[src/rtl/sprite_motion_if.sv]
// Bus bundle for the sprite motion scheduler: frame strobe, sprite readout
// select/data and sweep status flags.
interface sprite_motion_if #(
  parameter int NUM_SPRITES = 4
);
  localparam int SEL_W = (NUM_SPRITES > 1) ? $clog2(NUM_SPRITES) : 1;

  logic             frame_tick;
  logic [SEL_W-1:0] sel;
  logic [9:0]       sprite_x;
  logic [8:0]       sprite_y;
  logic [2:0]       sprite_color;
  logic             busy;
  logic             done;
  logic             overrun;

  modport master (
    output frame_tick, sel,
    input  sprite_x, sprite_y, sprite_color, busy, done, overrun
  );

  modport slave (
    input  frame_tick, sel,
    output sprite_x, sprite_y, sprite_color, busy, done, overrun
  );
endinterface

[src/rtl/sprite_motion_scheduler.sv]
// Moves NUM_SPRITES bouncing boxes once per frame, time-sharing a single
// add/compare/clamp datapath across every sprite and both axes.
module sprite_motion_scheduler #(
  parameter int NUM_SPRITES   = 4,
  parameter int SCREEN_WIDTH  = 640,
  parameter int SCREEN_HEIGHT = 480,
  parameter int BOX_WIDTH     = 100,
  parameter int BOX_HEIGHT    = 100
) (
  input  logic            clk,
  input  logic            rst,
  sprite_motion_if.slave  bus
);
  localparam int IDX_W = (NUM_SPRITES > 1) ? $clog2(NUM_SPRITES) : 1;
  localparam logic signed [11:0] X_MAX = 12'(SCREEN_WIDTH - BOX_WIDTH);
  localparam logic signed [11:0] Y_MAX = 12'(SCREEN_HEIGHT - BOX_HEIGHT);
  localparam logic [IDX_W-1:0] LAST_IDX = IDX_W'(NUM_SPRITES - 1);

  typedef enum logic [1:0] {
    IDLE   = 2'd0,
    STEP_X = 2'd1,
    STEP_Y = 2'd2,
    WRITE  = 2'd3
  } state_t;

  function automatic logic signed [10:0] reset_x(input int i);
    return 11'(32'sd50 + 32'sd100 * i);
  endfunction

  function automatic logic signed [9:0] reset_y(input int i);
    return 10'(32'sd50 + 32'sd50 * i);
  endfunction

  function automatic logic [10:0] reset_xv(input int i);
    return ((i % 2) == 0) ? 11'h002 : 11'h7FE;
  endfunction

  function automatic logic [2:0] next_color(input logic [2:0] c);
    return (c == 3'b111) ? 3'b001 : c + 3'd1;
  endfunction

  state_t             state_q, state_d;
  logic [IDX_W-1:0]   idx_q, idx_d;
  logic               done_q, done_d;
  logic               overrun_q, overrun_d;

  logic signed [10:0] x_q  [NUM_SPRITES];
  logic signed [10:0] x_d  [NUM_SPRITES];
  logic signed [9:0]  y_q  [NUM_SPRITES];
  logic signed [9:0]  y_d  [NUM_SPRITES];
  logic [10:0]        xv_q [NUM_SPRITES];
  logic [10:0]        xv_d [NUM_SPRITES];
  logic [9:0]         yv_q [NUM_SPRITES];
  logic [9:0]         yv_d [NUM_SPRITES];
  logic [2:0]         color_q [NUM_SPRITES];
  logic [2:0]         color_d [NUM_SPRITES];

  logic [10:0]        nx_q, nx_d, nxv_q, nxv_d;
  logic [9:0]         ny_q, ny_d, nyv_q, nyv_d;
  logic               hitx_q, hitx_d, hity_q, hity_d;

  logic signed [11:0] op_a_s, op_b_s, lim_s, sum_s;
  logic [10:0]        clamp_s, new_v_s;
  logic               hit_s;

  // Shared datapath: position + velocity, edge test, clamp and bounce.
  always_comb begin
    if (state_q == STEP_Y) begin
      op_a_s = {{2{y_q[idx_q][9]}}, y_q[idx_q]};
      op_b_s = {{2{yv_q[idx_q][9]}}, yv_q[idx_q]};
      lim_s  = Y_MAX;
    end else begin
      op_a_s = {x_q[idx_q][10], x_q[idx_q]};
      op_b_s = {xv_q[idx_q][10], xv_q[idx_q]};
      lim_s  = X_MAX;
    end
    sum_s = op_a_s + op_b_s;
    hit_s = (sum_s < 12'sd0) || (sum_s >= lim_s);
    if (sum_s < 12'sd0) begin
      clamp_s = 11'd0;
    end else if (sum_s > lim_s) begin
      clamp_s = lim_s[10:0];
    end else begin
      clamp_s = sum_s[10:0];
    end
    new_v_s = hit_s ? (11'd0 - op_b_s[10:0]) : op_b_s[10:0];
  end

  // Sweep sequencing, per-axis staging and the single-cycle commit.
  always_comb begin
    state_d   = state_q;
    idx_d     = idx_q;
    done_d    = 1'b0;
    overrun_d = overrun_q | (bus.frame_tick & (state_q != IDLE));
    nx_d      = nx_q;
    nxv_d     = nxv_q;
    hitx_d    = hitx_q;
    ny_d      = ny_q;
    nyv_d     = nyv_q;
    hity_d    = hity_q;
    x_d       = x_q;
    y_d       = y_q;
    xv_d      = xv_q;
    yv_d      = yv_q;
    color_d   = color_q;
    case (state_q)
      IDLE: begin
        if (bus.frame_tick) begin
          idx_d   = {IDX_W{1'b0}};
          state_d = STEP_X;
        end else begin
          state_d = IDLE;
        end
      end
      STEP_X: begin
        nx_d    = clamp_s;
        nxv_d   = new_v_s;
        hitx_d  = hit_s;
        state_d = STEP_Y;
      end
      STEP_Y: begin
        ny_d    = clamp_s[9:0];
        nyv_d   = new_v_s[9:0];
        hity_d  = hit_s;
        state_d = WRITE;
      end
      WRITE: begin
        x_d[idx_q]  = nx_q;
        y_d[idx_q]  = ny_q;
        xv_d[idx_q] = nxv_q;
        yv_d[idx_q] = nyv_q;
        if (hitx_q || hity_q) begin
          color_d[idx_q] = next_color(color_q[idx_q]);
        end else begin
          color_d[idx_q] = color_q[idx_q];
        end
        if (idx_q == LAST_IDX) begin
          done_d  = 1'b1;
          state_d = IDLE;
        end else begin
          idx_d   = idx_q + IDX_W'(1);
          state_d = STEP_X;
        end
      end
      default: begin
        state_d = IDLE;
      end
    endcase
  end

  // State and sprite register file; reset reloads the starting layout.
  always_ff @(posedge clk) begin
    if (rst) begin
      state_q   <= IDLE;
      idx_q     <= {IDX_W{1'b0}};
      done_q    <= 1'b0;
      overrun_q <= 1'b0;
      nx_q      <= 11'd0;
      nxv_q     <= 11'd0;
      hitx_q    <= 1'b0;
      ny_q      <= 10'd0;
      nyv_q     <= 10'd0;
      hity_q    <= 1'b0;
      for (int i = 0; i < NUM_SPRITES; i++) begin
        x_q[i]     <= reset_x(i);
        y_q[i]     <= reset_y(i);
        xv_q[i]    <= reset_xv(i);
        yv_q[i]    <= 10'h001;
        color_q[i] <= 3'(i + 1);
      end
    end else begin
      state_q   <= state_d;
      idx_q     <= idx_d;
      done_q    <= done_d;
      overrun_q <= overrun_d;
      nx_q      <= nx_d;
      nxv_q     <= nxv_d;
      hitx_q    <= hitx_d;
      ny_q      <= ny_d;
      nyv_q     <= nyv_d;
      hity_q    <= hity_d;
      x_q       <= x_d;
      y_q       <= y_d;
      xv_q      <= xv_d;
      yv_q      <= yv_d;
      color_q   <= color_d;
    end
  end

  // Readout is combinational from committed state; clamped values are non-negative.
  always_comb begin
    bus.sprite_x     = x_q[bus.sel][9:0];
    bus.sprite_y     = y_q[bus.sel][8:0];
    bus.sprite_color = color_q[bus.sel];
    bus.busy         = (state_q != IDLE);
    bus.done         = done_q;
    bus.overrun      = overrun_q;
  end
endmodule

[src/flat_wrapper.sv]
// flat-port wrapper written by rule: the top's interface ports become plain ports
module sprite_motion_scheduler_flat 
#(
  parameter int NUM_SPRITES   = 4,
  parameter int SCREEN_WIDTH  = 640,
  parameter int SCREEN_HEIGHT = 480,
  parameter int BOX_WIDTH     = 100,
  parameter int BOX_HEIGHT    = 100
)
  (clk, rst, bus_frame_tick, bus_sel, bus_sprite_x, bus_sprite_y, bus_sprite_color, bus_busy, bus_done, bus_overrun);
  sprite_motion_if #(.NUM_SPRITES(NUM_SPRITES)) bus_i ();
  input  logic clk;
  input  logic rst;
  input wire logic [$bits(bus_i.frame_tick)-1:0] bus_frame_tick;
  input wire logic [$bits(bus_i.sel)-1:0] bus_sel;
  output wire logic [$bits(bus_i.sprite_x)-1:0] bus_sprite_x;
  output wire logic [$bits(bus_i.sprite_y)-1:0] bus_sprite_y;
  output wire logic [$bits(bus_i.sprite_color)-1:0] bus_sprite_color;
  output wire logic [$bits(bus_i.busy)-1:0] bus_busy;
  output wire logic [$bits(bus_i.done)-1:0] bus_done;
  output wire logic [$bits(bus_i.overrun)-1:0] bus_overrun;
  assign bus_i.frame_tick = bus_frame_tick;
  assign bus_i.sel = bus_sel;
  assign bus_sprite_x = bus_i.sprite_x;
  assign bus_sprite_y = bus_i.sprite_y;
  assign bus_sprite_color = bus_i.sprite_color;
  assign bus_busy = bus_i.busy;
  assign bus_done = bus_i.done;
  assign bus_overrun = bus_i.overrun;
  sprite_motion_scheduler #(.NUM_SPRITES(NUM_SPRITES), .SCREEN_WIDTH(SCREEN_WIDTH), .SCREEN_HEIGHT(SCREEN_HEIGHT), .BOX_WIDTH(BOX_WIDTH), .BOX_HEIGHT(BOX_HEIGHT)) u_core (.clk(clk), .rst(rst), .bus(bus_i));
endmodule
[config.mk]
export PLATFORM = sky130hd
export DESIGN_NAME = sprite_motion_scheduler_flat
export DESIGN_NICKNAME = d
export VERILOG_FILES = /design/src/rtl/sprite_motion_if.sv /design/src/rtl/sprite_motion_scheduler.sv /design/src/flat_wrapper.sv
export SDC_FILE = /design/constraint.sdc
export NUM_CORES = 1
export LEC_CHECK = 0
export ABC_AREA = 1
export CORE_UTILIZATION = 50
export CTS_BUF_LIST = sky130_fd_sc_hd__clkbuf_16
export CTS_CLUSTER_SIZE = 25
export DETAILED_ROUTE_END_ITERATION = 10
export HOLD_SLACK_MARGIN = 0.12
export PLACE_DENSITY = 0.71
export SETUP_SLACK_MARGIN = 0.4
export SLEW_MARGIN = 0
export SYNTH_ARGS = -nofsm -noshare
export SYNTH_HDL_FRONTEND = slang
export SYNTH_SLANG_ARGS = --single-unit
[constraint.sdc]
create_clock -name clk -period 5.5 [get_ports clk]
set_input_delay 1.1 -clock clk [delete_from_list [all_inputs] [get_ports clk]]
set_output_delay 1.1 -clock clk [all_outputs]
set_load 0.1 [all_outputs]
==> key figures, run 1 <==
Cells and area
  – Layout cell share with drive strength beyond 1: about 8.3%
  – Most frequent cells in the layout: nor2_1, o21ai_0, nand2_1
  – Final Cell Area: 12,720 um^2
  – Antenna cells: 0
  – Area Overhead vs Synth: 11.30%
  – Final core occ: 57.57%
  – Final nets: 1,659
  – Commonest non-fill, non-tap cell in the layout: nor2_1

Worst setup path
  – Arr. time, crit path: about 4.8 ns
  – Crit end category: register
  – Critical path class: register to register
  – R2r startpoint: u_core.idx_q[1]$_SDFFE_PP0P_
  – Largest fanout on the critical path: 23
  – Max incr delay on CP: ~0.66 ns
  – CP delay by family, top: simple AND/OR/NAND/NOR gates
  – Flop2flop setup slack: 1.11 ns
  – CP max stage cell: dfxtp_2
  – Worst path cell trace: inv_2, nor2_1, o21ai_0, nand2_1, inv_1, o21ai_2, ha_1, a21oi_1, nand2_2, a31o_2, xnor2_1, inv_1, ha_1, nand2_1, nor2_1, nand3_1, nand3_1, nand4_1, nand2_4, inv_2, nand2_1, nand3_1, nand2_1, inv_1
  – Crit-path most repeated cell: nand2_1
  – Worst EP required: approximately 5.9 ns
  – Startpoint type of the worst setup path: register
  – CP Launch Point: u_core.idx_q[1]$_SDFFE_PP0P_
  – Worst path bufs/invs: 5

GRT
  – Met1 global-route usage: between 30% and 40%
  – First-pass GRT wire length: around 52,000 um
  – Total Routing Usage GR: approximately 27%
  – Grt ovf: 0
  – Largest net degree at the start of global routing: ~110
  – GR Util met3: under 10%
  – Vias in the first global route: 9,989
  – GR Util met2: around 43%
  – Layer with the highest usage: met2
  – Initial antenna violation count: 0

Flow run
  – Max-cap violations: 0

Clock tree
  – Clock slew seen by the registers of the worst setup and hold paths: roughly 0.060 ns
  – H-tree levels: 1
  – TritonCTS clock tree: done
  – Clock buffer count from CTS: 25
  – Clock Latency Late Sink: between 0.5 and 0.6 ns
  – Sink Count: 230
  – CTS root buffer: clkbuf_16
  – Hold_buf cts: 0
  – Postcts setup bufs: 0
  – Cells resized by post-CTS repair: 0
  – CTS Buffer Depth: 3

Synthesis
  – Mean Syn Cell Area: 6.880 um^2
  – Top_reg_cell synth: dfxtp_1
  – Ys async rst share: 0%
  – Multiplexer share of the synthesized area: 0%
  – Post-Syn Area: approximately 11,000 um^2
  – Synthesized flop and latch total: 230
  – Complex-gate fraction of the synthesized area: between 20% and 30%
  – Xor/xnor share of the synthesized area: less than 1%
  – Largest family of logic cells by synthesized area: compound AO/OA/AOI/OAI gates
  – EDFF count, synth: 0
  – Yosys warnings: 0
  – Synth Area in Adders: between 3 and 4%
  – Synthesized Nets: ~1,700
  – Area share of and/or/nand/nor cells after synthesis: roughly a quarter
  – Seq/Total Area, Yosys: 40.29%
  – Synthesized instance count: roughly 1,700
  – Distinct cells, synth: 38

Min path
  – Hold Crit Class: register to register
  – HP Start: u_core.xv_q[21]$_SDFFE_PP0P_

Timing
  – Unrepaired setup endpoints after global routing: no
  – Final period util: about four fifths
  – Max-slew headroom: roughly 35%
  – Setup_tns: 0 ns
  – Fin crit period: 4.387 ns
  – Final hold violations: 0
  – Max Freq: between 0.2 and 0.25 GHz
  – Fin Clk Skew: approximately 0.019 ns
  – Final Max Slew Viols: 0
  – Least-Margin Pin Slew: around 0.97 ns
  – Hold WS: 0.4590 ns
  – Final setup viols: 0

Floorplanning
  – Core ar.: around 22,000 um^2
  – Initial Utilization: ~52%
  – Width of the die: 153.2 um
  – Overall die height: about 150 um
  – Die ar.: around 23,000 um^2
  – FP Rows: 54
  – # IOs: 30

Detailed routing
  – DR vias: around 11,000
  – DR WL/cell: 16.67 um
  – Post-DR vias/cell: ~5.7
  – Total Routed Length: about 32,000 um
  – Initial DRC Count: between 1,000 and 1,500
  – First-pass iteration count of the detailed router: 7
  – Detailed-route DRC error count: 0
  – Antenna violation net count after detailed routing: 0

Power and ir drop
  – Maximum vdd drop: roughly 0.26 mV
  – Leak pwr: between 5 and 6 nW
  – PwrDens: about 320 nW/um^2

Placement
  – Placed Area: 11,980 um^2
  – Hpwl dp: between 15,000 and 20,000 um
  – Gpl congestion: 0.9196
  – # port buffers: 29

Status
  – Status: finished, final reports clean
flip-flops by register name, indices dropped and copies added (netlist names), 2 cells and up:
| register | cells |
|---|---|
| u_core.color_q | 12 |
| u_core.idx_q | 2 |
| u_core.nx_q | 11 |
| u_core.nxv_q | 11 |
| u_core.ny_q | 10 |
| u_core.nyv_q | 10 |
| u_core.state_q | 2 |
| u_core.x_q | 44 |
| u_core.xv_q | 44 |
| u_core.y_q | 40 |
| u_core.yv_q | 40 |
cell families after synthesis:
| family | count (synthesis) |
|---|---|
| buffers and inverters | 238 |
| xor gates and xnor gates | 8 |
| AOI/OAI and AO/OA | 494 |
| and+or+nand+nor | 664 |
| adders and majority gates | 27 |
| DFF | 230 |
cell usage after synthesis (all sizes together) (9+ instances only):
library cell | instances | area (um^2)
o22ai | 40 | 250.2
inv | 119 | 446.7
nand3 | 75 | 410.4
clkbuf | 84 | 315.3
dfxtp | 230 | 4604
a31oi | 9 | 56.30
nand2 | 251 | 974.7
buf | 33 | 217.7
ha | 26 | 325.3
o211ai | 40 | 300.3
a21oi | 110 | 558.0
nor2 | 329 | 1260
o21ai | 291 | 1520
tightest hold or removal path: stages (launching register included):
cell     delay, ns
dfxtp_1       0.30
inv_1         0.06
a21oi_1       0.06
final timing paths:
kind	endpoint	cells after the start
max	u_core.nyv_q[4]$_SDFFE_PP0P_	24
min	u_core.xv_q[21]$_SDFFE_PP0P_	2
max reg2reg	u_core.nyv_q[4]$_SDFFE_PP0P_	24
min reg2reg	u_core.xv_q[21]$_SDFFE_PP0P_	2
final cells by class:
| cell class | instances | area [um^2] |
|---|---|---|
| Clock inverter | 20 | 115.1 |
| Tap cell | 280 | 350.3 |
| Sequential cell | 230 | 4607 |
| Fill cell | 2094 | 9374 |
| Clock buffer | 25 | 625.6 |
| Timing Repair Buffer | 56 | 720.7 |
| Inverter | 121 | 456.7 |
| Multi-Input combinational cell | 1193 | 5844 |
layer usage:
| layer | vias to the layer above | wire length, um |
|---|---|---|
| met1 | 5115 | 14700 |
| met4 | 0 | 794 |
| met3 | 64 | 2349 |
| li1 | 5435 | - |
| met5 | - | 0 |
| met2 | 404 | 14250 |
report_power, final:
part           switching (mW)  internal, mW
sequential             0.0199          1.69
combinational           0.541         0.242
clock                   0.678         0.868
stage by stage:
step | instances | setup slack [ns] | power [mW]
3_3_place_gp | 1880 | 1.248 | 2.512
5_1_grt | 1925 | 0.7091 | 4.222
2_1_floorplan | 1661 | 0.8177 | 2.338
6_report | 1925 | 1.113 | 4.038
4_1_cts | 1925 | 1.172 | 4.055
3_5_place_dp | 1880 | 1.213 | 2.519
(Power assumes the default switching activity.)
==> run 2: changes to the inputs <==
--- a/config.mk
+++ b/config.mk
@@ -11,7 +11,7 @@
 export CTS_CLUSTER_SIZE = 25
 export DETAILED_ROUTE_END_ITERATION = 10
 export HOLD_SLACK_MARGIN = 0.12
-export PLACE_DENSITY = 0.71
+export PLACE_DENSITY = 0.73
 export SETUP_SLACK_MARGIN = 0.4
 export SLEW_MARGIN = 0
 export SYNTH_ARGS = -nofsm -noshare
==> constraint.sdc (replaced) <==
create_clock -name clk -period 3.7 [get_ports clk]
set_input_delay 0.74 -clock clk [delete_from_list [all_inputs] [get_ports clk]]
set_output_delay 0.74 -clock clk [all_outputs]
set_load 0.1 [all_outputs]
==> run 2 against run 1 <==
The run now ends with negative setup slack left. Non-clock buffer count increased by 90. Clock power increased by 55%. Largest cell class unchanged. Clock skew decreased by 0.0053 ns. Total power increased by 67%. Final cell count increased by 4.7%. Cell area increased by 15%. Hold slack got worse by 0.0020 ns. Core utilization increased by 8.5 points. Combinational power increased by 130%. Sequential share of layout area decreased by 4.6 points. Global-route usage increased by 3.7 points.
==> key figures, run 2 (synthesized netlist as in run 1, its figures left out) <==
Timing
  – Max-slew headroom: a little over a third
  – Final setup viols: 36
  – Final period util: 102.4%
  – Least-Margin Pin Slew: 0.9613 ns
  – Worst Setup Slack, final: -0.09012 ns
  – Unrepaired setup endpoints after global routing: yes
  – Fin Clk Skew: approximately 0.013 ns
  – Final hold violations: 0
  – Fin crit period: roughly 3.8 ns
  – Hold WS: around 0.46 ns
  – Max Freq: 0.2638 GHz
  – Final Max Slew Viols: 0

Worst setup path
  – Worst EP required: about 4.2 ns
  – Flop2flop setup slack: -0.09 ns
  – Arr. time, crit path: ~4.3 ns
  – Largest fanout on the critical path: 7
  – Reg2reg end: u_core.nx_q[5]$_SDFFE_PP0N_
  – R2r startpoint: u_core.idx_q[0]$_SDFFE_PP0P_
  – Crit end category: register
  – Worst R2R Path Depth: 26
  – Startpoint type of the worst setup path: register
  – Critical path class: register to register

Power and ir drop
  – Internal: between 4 and 5 mW
  – PwrDens: 462.4 nW/um^2
  – Switching Share: roughly a third
  – Logic pwr share: 26.7%
  – Maximum vdd drop: 0.3575 mV
  – Clock network power share: a little over a third
  – Total chip power: slightly below 7 mW
  – Switching pwr: 2.153 mW
  – Leak pwr: about 6.4 nW
  – Seq pwr share: between 30% and 40%

Clock tree
  – Sink Count: 230
  – CTS root buffer: clkbuf_16
  – H-tree levels: 1
  – Clock Latency Late Sink: approximately 0.53 ns
  – TritonCTS clock tree: done
  – CTS Buffer Depth: 3
  – Clock slew seen by the registers of the worst setup and hold paths: ~0.060 ns
  – Hold_buf cts: 0
  – Clock buffer count from CTS: 25

Detailed routing
  – Post-DR vias/cell: between 5 and 6
  – DR vias: roughly 12,000
  – Detailed-route DRC error count: 0
  – Initial DRC Count: 1,208
  – Antenna violation net count after detailed routing: 0
  – DR WL/cell: ~18 um
  – Total Routed Length: 37,260 um
  – First-pass iteration count of the detailed router: 5

Placement
  – Hpwl dp: 20,800 um
  – Gpl congestion: approximately 0.96
  – Inst Count DP: roughly 1,900
  – # port buffers: 29
  – Place WS: -0.05361 ns

Cells and area
  – Biggest regs: u_core.x_q: 44 flops, u_core.xv_q: 44 flops
  – Most frequent cells in the layout: nor2_1, o21ai_0, dfxtp_1
  – Antenna cells: 0
  – Final nets: about 1,800
  – Area Overhead vs Synth: 27.76%
  – Filler Cells Inserted: about 1,800
  – Commonest non-fill, non-tap cell in the layout: nor2_1
  – Finished Layout Cells: 2,015
  – Layout cell share with drive strength beyond 1: 19.65%

Min path
  – HP Start: u_core.x_q[21]$_SDFFE_PP0P_
  – Worst Hold Depth: 2
  – Hold Crit Class: register to register
  – Hold Path Sink: u_core.x_q[21]$_SDFFE_PP0P_

Floorplanning
  – Overall die height: approximately 150 um
  – Width of the die: roughly 150 um
  – Die ar.: approximately 23,000 um^2
  – Core ar.: 22,090 um^2
  – FP Rows: 54
  – Initial Utilization: 51.73%
  – # IOs: 30

GRT
  – Initial antenna violation count: 0
  – Vias in the first global route: between 10,000 and 15,000
  – Grt ovf: 0
  – Largest net degree at the start of global routing: 72
  – First-pass GRT wire length: 57,960 um
  – Total Routing Usage GR: a little under a third

Status
  – Status: finished, violations left
  – Failing checks: negative setup slack

Flow run
  – Max-cap violations: 0
## run 2: cell types whose count changed in the layout (fill, tap and decap cells not counted), moves of 11 or more
cell / delta
o21ai_1: +18
o22ai_1: -20
buf_12: +20
nand3_1: -11
nand2_1: -29
o22ai_2: +20
nand2_4: +11
o21ai_0: -27
nand2_2: +18
buf_4: +54
## run 2: area by class of cell
cell class | instances | area [um^2] | area share [%]
clock buffer | 25 | 625.6 | 4.284
clock inverter | 19 | 142.6 | 0.9769
inverter | 121 | 484.2 | 3.316
multi-input combinational | 1194 | 6467 | 44.29
sequential | 230 | 4613 | 31.59
tap | 280 | 350.3 | 2.399
timing repair buffer | 146 | 1918 | 13.14
## run 2: how the worst max path moves through the flow
stage	cells past startpoint	slack, ns	end	startpoint
3_3_place_gp	21	0.03	u_core.ny_q[7]$_SDFFE_PP0P_	u_core.idx_q[0]$_SDFFE_PP0P_
5_1_grt	25	-0.32	u_core.nx_q[7]$_SDFFE_PP0N_	u_core.idx_q[0]$_SDFFE_PP0P_
3_5_place_dp	22	-0.05	u_core.nxv_q[1]$_SDFFE_PP0N_	u_core.idx_q[0]$_SDFFE_PP0P_
2_1_floorplan	26	0.08	u_core.nx_q[3]$_SDFFE_PP0N_	u_core.idx_q[0]$_SDFFE_PP0P_
6_report	26	-0.09	u_core.nx_q[5]$_SDFFE_PP0N_	u_core.idx_q[0]$_SDFFE_PP0P_
4_1_cts	24	0.04	u_core.nx_q[5]$_SDFFE_PP0N_	u_core.idx_q[0]$_SDFFE_PP0P_
## run 2: power by group through the flow
stage                     registers [mW]  clock network [mW]  logic [mW]
final                               2.54                2.41        1.80
after global routing                2.54                2.53        1.91
after CTS                           2.54                2.41        1.57
after detailed placement            2.59                   0        1.35
after global placement              2.59                   0        1.34
after floorplan                     2.59                   0       0.961
## run 2: repair_timing
| item | CTS | global route |
|---|---|---|
| buffers inserted | 27 | 13 |
| resized for setup | 62 | 67 |
| endpoints found under the setup margin | 41 | 41 |
| pin swaps | 12 | 43 |
| cloned | 11 | 2 |
## run 2: routing by layer
layer,up-vias,wire length (um),track usage (%)
met5,-,0,0
met2,606,17270,49.95
met1,5579,15710,41.55
met3,105,3142,4.395
li1,5641,-,-
met4,0,1140,11.11
## run 2: worst max-delay path, cell delays in order, from the launching register on
cell	delay [ns]
dfxtp_4	0.49
buf_6	0.17
buf_16	0.12
nor2_1	0.05
nor2_1	0.10
o21ai_0	0.13
a31oi_1	0.21
buf_4	0.17
ha_4	0.22
nand2_2	0.07
nand2_2	0.07
nand2_2	0.07
nand2_2	0.06
a21oi_4	0.15
xnor2_2	0.10
ha_1	0.33
nand2_1	0.07
nor2_1	0.10
nand3_1	0.11
nand3_1	0.09
nand4_1	0.13
nand2_4	0.18
buf_12	0.14
nand2_8	0.07
nand2_2	0.12
nand3_4	0.08
a21oi_2	0.12
## run 2: per-stage QoR
step | utilization [%] | setup TNS, ns | cell area (um^2)
3_5_place_dp | 57.22 | -0.2488 | 12640
5_1_grt | 66.09 | -10.70 | 14600
3_3_place_gp | 57.22 | 0 | 12640
6_report | 66.09 | -1.470 | 14600
4_1_cts | 64.27 | 0 | 14200
2_1_floorplan | - | 0 | 11700
